--- src/rtl/axi_stream_frame_source.sv ---
`default_nettype none
// ============================================================================
// Module   : axi_stream_frame_source
// Brief    : AXI4-Stream master generating h_size x v_size frames of pattern
//            data. o_tuser marks start-of-frame and o_tlast marks end-of-line.
//            Optional valid throttling is enabled by defining the macro
//            AXIS_FRAME_SRC_THROTTLE_EN.
// Revision : 1.0 - initial release
// ============================================================================
module axi_stream_frame_source #(
    parameter int WIDTH = 32,
    parameter int DIM_W = 12
) (
    input  logic             clk,
    input  logic             resetn,
    input  logic             clear,
    input  logic             start,
    input  logic             stop,
    input  logic             continuous,
    input  logic [DIM_W-1:0] h_size,
    input  logic [DIM_W-1:0] v_size,
    input  logic [1:0]       pattern_sel,
    input  logic [WIDTH-1:0] fill_value,
    output logic [WIDTH-1:0] o_tdata,
    output logic             o_tvalid,
    input  logic             o_tready,
    output logic             o_tlast,
    output logic             o_tuser,
    output logic             busy,
    output logic             frame_done,
    output logic [15:0]      frame_count
);

    localparam logic [1:0] c_ST_IDLE      = 2'd0;
    localparam logic [1:0] c_ST_SEND      = 2'd1;
    localparam logic [1:0] c_ST_FRAME_END = 2'd2;

    localparam logic [1:0] c_PAT_COUNTER = 2'd0;
    localparam logic [1:0] c_PAT_X       = 2'd1;
    localparam logic [1:0] c_PAT_Y       = 2'd2;

    logic [1:0]       r_state;
    logic [DIM_W-1:0] r_x;
    logic [DIM_W-1:0] r_y;
    logic [WIDTH-1:0] r_beat;
    logic [DIM_W-1:0] r_h_size;
    logic [DIM_W-1:0] r_v_size;
    logic             r_continuous;
    logic [1:0]       r_pattern;
    logic [WIDTH-1:0] r_fill;
    logic [WIDTH-1:0] r_tdata;
    logic             r_tvalid;
    logic             r_tlast;
    logic             r_tuser;
    logic             r_busy;
    logic             r_frame_done;
    logic [15:0]      r_frame_count;

    logic             w_handshake;
    logic             w_x_last;
    logic             w_y_last;
    logic [DIM_W-1:0] w_x_next;
    logic [DIM_W-1:0] w_y_next;
    logic [WIDTH-1:0] w_beat_next;
    logic             w_gate;
    logic             w_start_ok;

    // Data word for a beat at (x,y), zero-extended to the stream width
    function automatic logic [WIDTH-1:0] f_data(
        input logic [1:0]       pat,
        input logic [DIM_W-1:0] x,
        input logic [DIM_W-1:0] y,
        input logic [WIDTH-1:0] beat,
        input logic [WIDTH-1:0] fill
    );
        logic [WIDTH-1:0] v_d;
        case (pat)
            c_PAT_COUNTER: v_d = beat;
            c_PAT_X:       v_d = WIDTH'(x);
            c_PAT_Y:       v_d = WIDTH'(y);
            default:       v_d = fill;
        endcase
        return v_d;
    endfunction

    // Position bookkeeping for the beat currently owned by the counters
    always_comb begin
        w_handshake = r_tvalid & o_tready;
        w_x_last    = (r_x == (r_h_size - DIM_W'(1)));
        w_y_last    = (r_y == (r_v_size - DIM_W'(1)));
        w_x_next    = w_x_last ? '0 : (r_x + DIM_W'(1));
        w_y_next    = w_x_last ? (r_y + DIM_W'(1)) : r_y;
        w_beat_next = r_beat + WIDTH'(1);
        w_start_ok  = start && (h_size != '0) && (v_size != '0);
    end

`ifdef AXIS_FRAME_SRC_THROTTLE_EN
    logic [15:0] r_lfsr;

    // Free-running Fibonacci LFSR (taps 16,14,13,11) pacing valid assertion
    always_ff @(posedge clk) begin
        if (!resetn || clear) begin
            r_lfsr <= 16'hACE1;
        end else begin
            r_lfsr <= {r_lfsr[14:0], r_lfsr[15] ^ r_lfsr[13] ^ r_lfsr[12] ^ r_lfsr[10]};
        end
    end

    // Throttle only gates a new assertion; a pending beat is never withdrawn
    assign w_gate = (r_lfsr[1:0] != 2'b00);
`else
    assign w_gate = 1'b1;
`endif

    // Frame sequencer: counters hold the position of the beat being (or about
    // to be) presented; every output is registered so o_tready never reaches
    // an output combinationally.
    always_ff @(posedge clk) begin
        if (!resetn || clear) begin
            r_state       <= c_ST_IDLE;
            r_x           <= '0;
            r_y           <= '0;
            r_beat        <= '0;
            r_h_size      <= '0;
            r_v_size      <= '0;
            r_continuous  <= 1'b0;
            r_pattern     <= 2'b00;
            r_fill        <= '0;
            r_tdata       <= '0;
            r_tvalid      <= 1'b0;
            r_tlast       <= 1'b0;
            r_tuser       <= 1'b0;
            r_busy        <= 1'b0;
            r_frame_done  <= 1'b0;
            r_frame_count <= 16'd0;
        end else begin
            r_frame_done <= 1'b0;
            case (r_state)
                c_ST_IDLE: begin
                    // Zero-sized requests are silently ignored
                    if (w_start_ok) begin
                        r_h_size     <= h_size;
                        r_v_size     <= v_size;
                        r_continuous <= continuous;
                        r_pattern    <= pattern_sel;
                        r_fill       <= fill_value;
                        r_x          <= '0;
                        r_y          <= '0;
                        r_beat       <= '0;
                        r_busy       <= 1'b1;
                        r_state      <= c_ST_SEND;
                    end
                end

                c_ST_SEND: begin
                    if (w_handshake) begin
                        r_beat <= w_beat_next;
                        if (w_x_last && w_y_last) begin
                            r_tvalid      <= 1'b0;
                            r_x           <= '0;
                            r_frame_done  <= 1'b1;
                            r_frame_count <= r_frame_count + 16'd1;
                            r_state       <= c_ST_FRAME_END;
                        end else begin
                            r_x <= w_x_next;
                            r_y <= w_y_next;
                            // Back-to-back beat straight after the handshake
                            if (w_gate) begin
                                r_tvalid <= 1'b1;
                                r_tdata  <= f_data(r_pattern, w_x_next, w_y_next, w_beat_next, r_fill);
                                r_tlast  <= (w_x_next == (r_h_size - DIM_W'(1)));
                                r_tuser  <= (w_x_next == '0) && (w_y_next == '0);
                            end else begin
                                r_tvalid <= 1'b0;
                            end
                        end
                    end else if (!r_tvalid && w_gate) begin
                        // Present the beat held in the counters (frame start
                        // or after a throttle gap)
                        r_tvalid <= 1'b1;
                        r_tdata  <= f_data(r_pattern, r_x, r_y, r_beat, r_fill);
                        r_tlast  <= (r_x == (r_h_size - DIM_W'(1)));
                        r_tuser  <= (r_x == '0) && (r_y == '0);
                    end
                end

                c_ST_FRAME_END: begin
                    r_x    <= '0;
                    r_y    <= '0;
                    r_beat <= '0;
                    // stop is only honoured here so a frame is never truncated
                    if (r_continuous && !stop) begin
                        r_state <= c_ST_SEND;
                    end else begin
                        r_busy  <= 1'b0;
                        r_state <= c_ST_IDLE;
                    end
                end

                default: begin
                    r_tvalid <= 1'b0;
                    r_busy   <= 1'b0;
                    r_state  <= c_ST_IDLE;
                end
            endcase
        end
    end

    assign o_tdata     = r_tdata;
    assign o_tvalid    = r_tvalid;
    assign o_tlast     = r_tlast;
    assign o_tuser     = r_tuser;
    assign busy        = r_busy;
    assign frame_done  = r_frame_done;
    assign frame_count = r_frame_count;

endmodule
`default_nettype wire

--- config.mk ---
export PLATFORM = sky130hd
export DESIGN_NAME = axi_stream_frame_source
export DESIGN_NICKNAME = d
export VERILOG_FILES = /design/src/rtl/axi_stream_frame_source.sv
export SDC_FILE = /design/constraint.sdc
export NUM_CORES = 1
export LEC_CHECK = 0
export CAP_MARGIN = 10
export CORE_ASPECT_RATIO = 0.7
export CORE_MARGIN = 2
export CORE_UTILIZATION = 35
export DETAILED_ROUTE_END_ITERATION = 10
export GPL_TIMING_DRIVEN = 1
export HOLD_SLACK_MARGIN = 0.1
export PLACE_DENSITY = 0.56
export SLEW_MARGIN = 20
export SYNTH_ARGS = -nofsm -noshare
export SYNTH_HDL_FRONTEND = slang
export SYNTH_SLANG_ARGS = --single-unit
--- constraint.sdc ---
create_clock -name clk -period 7.32 [get_ports clk]
set_input_delay 1.464 -clock clk [delete_from_list [all_inputs] [get_ports clk]]
set_output_delay 1.464 -clock clk [all_outputs]
set_load 0.005 [all_outputs]
==> impl_metrics.csv <==
group,metric,value,unit
status,outcome,"finished, final reports clean",
cts,cts.sinks,170,
critical_path,cp.required,7600,ps
timing,max_slew_margin,19.3,%
pwr,ir_drop,0.000126,V
timing,worst_pin_slew,1210,ps
routing,drc_errors,0,
timing,fmax,0.215,GHz
yosys,async_flop_share,0,%
grt,grt_antenna_before_repair,1,
yosys,ys_types,73,
yosys,synthFlopType,"dfxtp_1",
grt,overflow,0,
timing,setup-violations-final,0,
die,dieArea,30600,sq um
min_path,hp-start,"r_fill[27]",
die,core,28800,sq um
finish,final_cell_mix,"nand2_1, dfxtp_1, a21oi_1, nor2_1, clkdlybuf4s50_1",
grt,grt_pass1_wl,54000,um
cts,cts_tree,"built",
finish,final_common_cell,"nand2_1",
yosys,ys_ff_latch,170,
timing,tns,0,ps
cts,clock-root-buffer,"clkbuf_16",
timing,finalWorstSetupSlack,2660,ps
yosys,synth_nets,1466,
die,fp.dieH,147,um
yosys,synth_edf_count,0,
finish,nNetsFinal,1495,
cts,ctsHoldBuffers,0,
yosys,synth_mux_area_share,1.34,%
run,cap_violations,0,
cts,cts_resized,0,
routing,ant_nets,0,
timing,rsz0062_at_grt,"false",
cts,numCtsBuffers,17,
yosys,ys_seq_area_share,33.3,%
placement,placed_area,11500,sq um
timing,hold_violations,0,
yosys,avgSynthCellArea,7.33,sq um
die,fp-row-count,52,
critical_path,cp-end-kind,"register",
timing,finalCritPeriodShare,63.7,%
routing,wl,34200,um
critical_path,cp.arrival,4940,ps
pwr,power.density,168,nW/um^2
critical_path,crit_type,"reg -> reg",
yosys,yosys_warnings,0,
routing,wl_per_cell,18.8,um
yosys,synth_fa_ha_area_share,0.981,%
finish,syn2layout_area_growth,17.8,%
routing,vias_per_cell,5.74,
cts,cts.clk_slew.worst_paths,70,ps
die,ios,118,
placement,dp_slack,2690,ps
placement,gp_congestion,0.900,
grt,grt_pass1_vias,9459,
cts,htreeDepth,4,
yosys,synth_compound_area_share,22.6,%
timing,maxSlewViolCount,0,
die,die-width,208,um
routing,drt_first_iter_violations,1136,
placement,dp_hpwl,23700,um
routing,vias,10400,
yosys,synth_area,10200,sq um
yosys,syn_inst,1393,
yosys,yosys.area_share.simple,27.4,%
yosys,synthXorXnorAreaFrac,8.69,%
pwr,leakagePower,4.05,nW
min_path,hold_class,"reg -> reg",
finish,final_area,12000,sq um
placement,io_buffers,117,
die,start_util,35.4,%
grt,grt_util_all_layers,22.2,%
critical_path,regToRegStartpoint,"r_h_size[0]",
critical_path,crit_path_start_kind,"register",
cts,postCtsSetupBuffers,0,
grt,grt_start_max_net_pins,87,
routing,first_pass_iters,6,
critical_path,cp-startpoint,"r_h_size[0]",
yosys,synth_top_family_by_area,"simple AND/OR/NAND/NOR gates",
cts,clk_path_buf_depth,2,
timing,fin_skew,12.1,ps
finish,drive_gt1_share,5.37,%
timing,fin_crit,4660,ps
cts,clock_latency,440,ps
critical_path,crit_fanout,24,
==> layout make-up <==
class,count,area (sq um)
fill,2922,16800
multi-input combinational,1083,6260
sequential,170,3400
timing repair buffer,133,1290
tap,378,473
clock buffer,18,429
clock inverter,13,98.8
inverter,17,63.8
antenna,1,2.50
==> cells in the mapped netlist (19+ instances only) <==
library cell	count	area (sq um)
clkbuf_1	102	383
o21ai_0	94	470
a31oi_1	19	119
nand2_1	203	762
dfxtp_1	170	3400
nand4_1	19	119
nor4_1	23	144
a211oi_1	20	150
a21oi_1	140	701
xnor2_1	48	420
nand3_1	50	250
or3_1	23	144
a22oi_1	36	270
xor2_1	48	420
nor3_1	40	200
nor2_1	129	484
and3_1	26	163
==> sequential cells by signal (all words and copies together) (netlist names) <==
register and count:
r_v_size 12, r_h_size 12, o_tlast 1, frame_done 1, r_y 12, o_tdata 32
busy 1, r_x 12, r_continuous 1, frame_count 16, o_tuser 1, r_fill 32
r_state 2, r_pattern 2, o_tvalid 1, r_beat 32
==> critical path, stage by stage, from the launching register on <==
cell,delay (ps)
dfxtp_1,380
inv_1,100
ha_1,210
nor3b_1,530
nor4b_1,520
xnor3_1,210
nand4_1,130
or2_1,570
nor2_1,1050
nor2_1,420
a22oi_1,290
nor2_1,60
==> where the power goes <==
part	total (W)	internal (W)	switching, W
sequential	0.000956	0.000941	0.0000142
clock	0.000833	0.000435	0.000399
combinational	0.000234	0.0000997	0.000135
==> per-layer routing <==
metal | share of wire, % | wire (um) | vias up | track usage [%]
li1 | - | - | 5014 | -
met1 | 50 | 17200 | 4946 | 34.3
met2 | 40 | 13800 | 402 | 31.1
met3 | 7.9 | 2710 | 38 | 4.92
met4 | 1.3 | 442 | 0 | 4.96
met5 | 0 | 0 | - | 0
==> logic make-up (layout without fill, tap and decap cells) <==
kind of cell             after synthesis  in the layout
AND/OR/NAND/NOR                      585            585
AO/OA/AOI/OAI                        379            379
flip-flops                           170            170
other                                  0              1
buffers and inverters                140            181
multiplexers                          13             13
adder cells (fa/ha/maj)                8              8
XOR/XNOR                              98             98
==> worst paths after layout <==
check	endpoint	slack (ps)	cells after the start
setup / recovery	r_x[1]	2660	11
hold / removal	r_fill[27]	450	2
setup reg to reg	r_x[1]	2660	11
hold reg to reg	r_fill[27]	450	2
==> per-stage QoR <==
step / util, % / power, W / cells / hold slack, ps
after floorplan: - / 0.00112 / 1393 / 430
after global placement: 39.9 / 0.00121 / 1781 / 442
after detailed placement: 39.9 / 0.00121 / 1781 / 447
after CTS: 41.7 / 0.00205 / 1812 / 457
after global routing: 41.7 / 0.00211 / 1812 / 477
final: 41.7 / 0.00202 / 1813 / 454
Power figures use the tool's default switching activity.
